===== src/rtl/char_rom_shifter.sv =====
// Character-generator ROM front end: fetches one glyph row, applies inverse/flash, and
// serialises 7 pixels LSB-first. Optional macro ALTCHAR_EN enables the alternate (MouseText) set.
module char_rom_shifter #(
  parameter int AW = 12,
  parameter int DW = 8
) (
  input  logic          clock,
  input  logic          reset_n,
  input  logic          load,
  input  logic [7:0]    char_code,
  input  logic [2:0]    row,
  input  logic          flash_phase,
  input  logic          altchar,
  input  logic          pix_ce,
  output logic          ready,
  output logic          rom_ce,
  output logic [AW-1:0] rom_a,
  input  logic [DW-1:0] rom_d,
  output logic          pixel,
  output logic          pixel_valid,
  output logic          underrun
);

  typedef enum logic [1:0] {
    IDLE  = 2'd0,
    FETCH = 2'd1,
    CAPT  = 2'd2
  } state_t;

  state_t     state;
  logic [6:0] hold;
  logic       hold_valid;
  logic       hold_inv;
  logic [6:0] sreg;
  logic [2:0] bits_left;
  logic       started;

  logic       alt_sel;
  logic       flash_en;
  logic       inv_attr;

`ifdef ALTCHAR_EN
  // The alternate set puts MouseText in the 01xxxxxx range, so flashing is suppressed there.
  assign alt_sel  = altchar;
  assign flash_en = ~altchar;
`else
  logic unused_altchar;
  assign unused_altchar = altchar;
  assign alt_sel  = 1'b0;
  assign flash_en = 1'b1;
`endif

  logic unused_rom_bits;
  assign unused_rom_bits = ^rom_d[DW-1:7];

  assign inv_attr = (char_code[7:6] == 2'b00) |
                    ((char_code[7:6] == 2'b01) & flash_phase & flash_en);

  assign ready       = (state == IDLE) & ~hold_valid;
  assign pixel       = sreg[0];
  assign pixel_valid = (bits_left != 3'd0);

  // Fetch FSM and pixel shifter share hold_valid, so both live in one sequential block.
  always_ff @(posedge clock or negedge reset_n) begin
    if (!reset_n) begin
      state      <= IDLE;
      rom_ce     <= 1'b0;
      rom_a      <= '0;
      hold       <= 7'd0;
      hold_valid <= 1'b0;
      hold_inv   <= 1'b0;
      sreg       <= 7'd0;
      bits_left  <= 3'd0;
      underrun   <= 1'b0;
      started    <= 1'b0;
    end else begin
      case (state)
        IDLE: begin
          if (load && ready) begin
            rom_a    <= AW'({alt_sel, char_code, row});
            rom_ce   <= 1'b1;
            hold_inv <= inv_attr;
            state    <= FETCH;
          end
        end
        FETCH: begin
          rom_ce <= 1'b0;
          state  <= CAPT;
        end
        CAPT: begin
          hold       <= hold_inv ? ~rom_d[6:0] : rom_d[6:0];
          hold_valid <= 1'b1;
          state      <= IDLE;
        end
        default: begin
          rom_ce <= 1'b0;
          state  <= IDLE;
        end
      endcase

      // A fetch only starts with hold empty, so CAPT never sets hold_valid on the edge it is cleared.
      if (pix_ce) begin
        if (bits_left > 3'd1) begin
          sreg      <= {1'b0, sreg[6:1]};
          bits_left <= bits_left - 3'd1;
        end else if (hold_valid) begin
          sreg       <= hold;
          bits_left  <= 3'd7;
          hold_valid <= 1'b0;
          started    <= 1'b1;
        end else begin
          sreg      <= 7'd0;
          bits_left <= 3'd0;
          if (started) begin
            underrun <= 1'b1;
          end
        end
      end
    end
  end

endmodule


===== config.mk =====
export PLATFORM = sky130hd
export DESIGN_NAME = char_rom_shifter
export DESIGN_NICKNAME = d
export VERILOG_FILES = /design/src/rtl/char_rom_shifter.sv
export SDC_FILE = /design/constraint.sdc
export NUM_CORES = 1
export LEC_CHECK = 0
export ABC_AREA = 1
export CAP_MARGIN = 40
export CELL_PAD_IN_SITES_DETAIL_PLACEMENT = 2
export CELL_PAD_IN_SITES_GLOBAL_PLACEMENT = 2
export CORE_ASPECT_RATIO = 0.7
export CORE_UTILIZATION = 30
export DETAILED_ROUTE_END_ITERATION = 8
export PLACE_DENSITY = 0.91
export SETUP_SLACK_MARGIN = 0.02
export SYNTH_ARGS = -nofsm -noshare
export SYNTH_HDL_FRONTEND = slang
export SYNTH_SLANG_ARGS = --single-unit

===== constraint.sdc =====
create_clock -name clock -period 2.5 [get_ports clock]
set_input_delay 0.25 -clock clock [delete_from_list [all_inputs] [get_ports clock]]
set_output_delay 0.25 -clock clock [all_outputs]
set_load 0.01 [all_outputs]

==> results.py <==
metrics = {
    "setup_path": {
        "end_kind": "output port",
        "cp_max_fo": 4,
        "r2r_cells": 6,
        "worstPathArrival_ps": 1610,
        "crit_type": "flip-flop to output port",
        "crit_buf_inv": 2,
        "timing.rr.end": "bits_left[0]$_DFFE_PN0P_",
        "crit_start": "bits_left[0]$_DFFE_PN0P_",
        "worstPathRequired_ps": 2250,
        "r2r-start": "bits_left[1]$_DFFE_PN0P_",
        "path_cells": "inv_2, ha_1, nand2_1, clkdlybuf4s50_1",
        "max_stage_delay_ps": 520,
        "path_delay_family": "buffers and inverters",
        "worstSetupStartpointType": "flip-flop",
        "path_depth": 4,
        "rrSetupSlack_ps": 1050,
        "critPathSlowestCell": "clkdlybuf4s50_1",
    },
    "final_layout": {
        "seq_area_sq_um": 876,
        "drive_gt1_share_pct": 7.73,
        "nFillCells": 594,
        "final_cells": 305,
        "syn_to_final_growth_pct": 32.8,
        "nNetsFinal": 260,
        "multi_input_area_sq_um": 621,
        "diodes": 0,
    },
    "die": {
        "io_pins": 42,
        "num_rows": 22,
        "initial_utilization_pct": 31.1,
        "die_y_microns": 63.6,
        "die-area_sq_um": 5720,
        "dieWidth_microns": 89.9,
        "core-area_sq_um": 5230,
    },
    "sta": {
        "rsz0062_at_grt": "false",
        "maxSlewHeadroom_pct": 47.3,
        "maxSlewViolCount": 0,
        "fin_worst_skew_ps": 8.72,
        "post-route-period-util_pct": 74.2,
        "setup_viol": 0,
        "fin_setup_tns_ps": 0,
        "period_needed_ps": 1860,
        "finalHoldViolations": 0,
        "tightest_slew_ps": 791,
        "fmaxAchievable_mhz": 539,
    },
    "cts": {
        "root_buffer": "clkbuf_8",
        "tritoncts": "built",
        "cts_sinks": 35,
        "post_cts_buffers": 0,
        "clock_latency_ps": 300,
        "clk_pin_slew_worst_paths_ps": 80,
        "cts_resized": 0,
        "clk_path_buf_depth": 2,
        "numCtsBuffers": 5,
        "postCtsHoldBufs": 0,
        "cts_htree_levels": 2,
    },
    "logic_synthesis": {
        "syn_nets": 221,
        "synthDominantCellAreaShare_pct": 53.9,
        "synth_xor_area_share_pct": 4.31,
        "muxShareOfSynthArea_pct": 0,
        "syn-cell-area_sq_um": 1620,
        "yosys_warnings": 0,
        "ys_seq_area_share_pct": 53.9,
        "synth_area_per_cell_sq_um": 8.41,
        "synth_top_family_by_area": "simple AND/OR/NAND/NOR gates",
        "synth_top_area_cell": "dfrtp_1",
        "synth.distinct_cells": 22,
        "synth-seq-cells": 35,
        "synthAdderAreaFrac_pct": 2.31,
        "synth_compound_area_share_pct": 4.47,
        "synthCells": 193,
        "yosys-top-cells-area": "dfrtp_1, nand2_1, nand3_1",
        "yosys.area_share.simple_pct": 26.9,
    },
    "grt": {
        "grt_pass1_wl_mm": 7.89,
        "grt_max_degree": 36,
        "grt_pass1_vias": 1554,
        "grt_overflow": 0,
        "antenna_found_initial": 0,
        "track_usage_pct": 18.2,
    },
    "detailed_routing": {
        "wl_per_cell_microns": 14.9,
        "route.detailed.drc": 0,
        "drt-pass1-iter-count": 3,
        "num_vias": 1392,
        "drt_wl_total_mm": 4.53,
        "vias_per_cell": 4.56,
        "drt-initial-drc-count": 62,
        "postRouteAntennaNets": 0,
    },
    "placement": {
        "globalplace.congestion": 0.690,
        "hpwl_mm": 3.03,
        "port_buffers": 38,
        "dp.cells": 297,
    },
    "min_path": {
        "min_path_type": "primary input to async pin",
    },
    "run_status": {
        "status": "finished clean",
    },
    "power": {
        "ir_drop_uv": 342,
        "p_leak_uw": 0.00109,
        "power.density_nw_per_um2": 1210,
    },
    "flow_run": {
        "drv_cap": 0,
    },
}
worst register-to-register path: stages (launching register included):
cell and delay [ps]:
dfrtp_1 400, inv_1 100, ha_1 220, nand2_2 170
nand2_2 180, nand2_2 160, nand3_1 100
worst max-delay path by stage:
stage / slack, ps / end
after CTS: 630 / pixel_valid
after global placement: 810 / bits_left[0]$_DFFE_PN0P_
after detailed placement: 760 / bits_left[0]$_DFFE_PN0P_
after floorplan: 1340 / bits_left[0]$_DFFE_PN0P_
final: 640 / pixel_valid
after global routing: 560 / pixel_valid
where the power goes:
part / switching (uW) / total (uW) / internal (uW)
registers: 181 / 994 / 813
clock network: 230 / 527 / 297
logic: 611 / 1080 / 472
through the flow:
stage / cell area [sq um] / util, % / worst slack [ps] / total power, uW / hold slack [ps]
after floorplan: 1620 / - / 1340 / 1600 / -45.6
after global routing: 2160 / 41.2 / 562 / 2820 / 89.6
final: 2160 / 41.2 / 644 / 2600 / 23.7
after detailed placement: 2040 / 39.1 / 765 / 2070 / 375
after CTS: 2160 / 41.2 / 630 / 2640 / 45.1
after global placement: 2040 / 39.1 / 809 / 1980 / 394
sequential cells by signal, indices dropped and copies added (netlist names):
signal      cells
rom_a          11
hold_inv        1
hold            7
hold_valid      1
started         1
rom_ce          1
underrun        1
bits_left       3
sreg            7
state           2
cells in the mapped netlist:
library cell	number
nand3_1	16
nand2_2	4
dfrtp_1	35
nor2_2	1
o21bai_1	2
nor3_1	1
inv_1	18
nand2_1	77
inv_2	3
clkinv_1	1
xnor2_1	7
xor2_1	1
nand4_1	1
a22oi_1	1
buf_4	1
o21ai_0	10
conb_1	1
nor2_1	4
nand3_2	1
buf_2	3
buf_6	2
ha_1	3
layout make-up:
class	instances	area share, %
Clock inverter	3	2.03
Clock buffer	5	3.19
Tap cell	72	4.18
Timing Repair Buffer	38	17.4
Multi-Input combinational cell	130	28.8
Sequential cell	35	40.6
Inverter	22	3.83
logic make-up after synthesis:
kind of cell	count (synthesis)
AOI/OAI and AO/OA	13
xor gates and xnor gates	8
adders and majority gates	3
buffers and inverters	28
DFF	35
other	1
and+or+nand+nor	105
cells in the final DEF, fill, tap and decap left out, drive strengths merged, types with 2 or more instances in the layout:
master | Yosys | final
xnor2 | 7 | 7
nor2 | 5 | 5
nand3 | 17 | 17
o21ai | 10 | 10
dfrtp | 35 | 35
clkinv | 1 | 3
o21bai | 2 | 2
inv | 21 | 21
clkbuf | 0 | 5
nand2 | 81 | 81
ha | 3 | 3
clkdlybuf4s50 | 0 | 37
metal layers:
metal / GRT usage (%) / routed length [microns] / vias up
met5: 0 / 0 / -
met4: 9.07 / 95 / 0
met3: 3.62 / 106 / 7
met2: 30.8 / 2230 / 22
met1: 22.4 / 2110 / 697
li1: - / - / 666
Power figures use the tool's default switching activity.
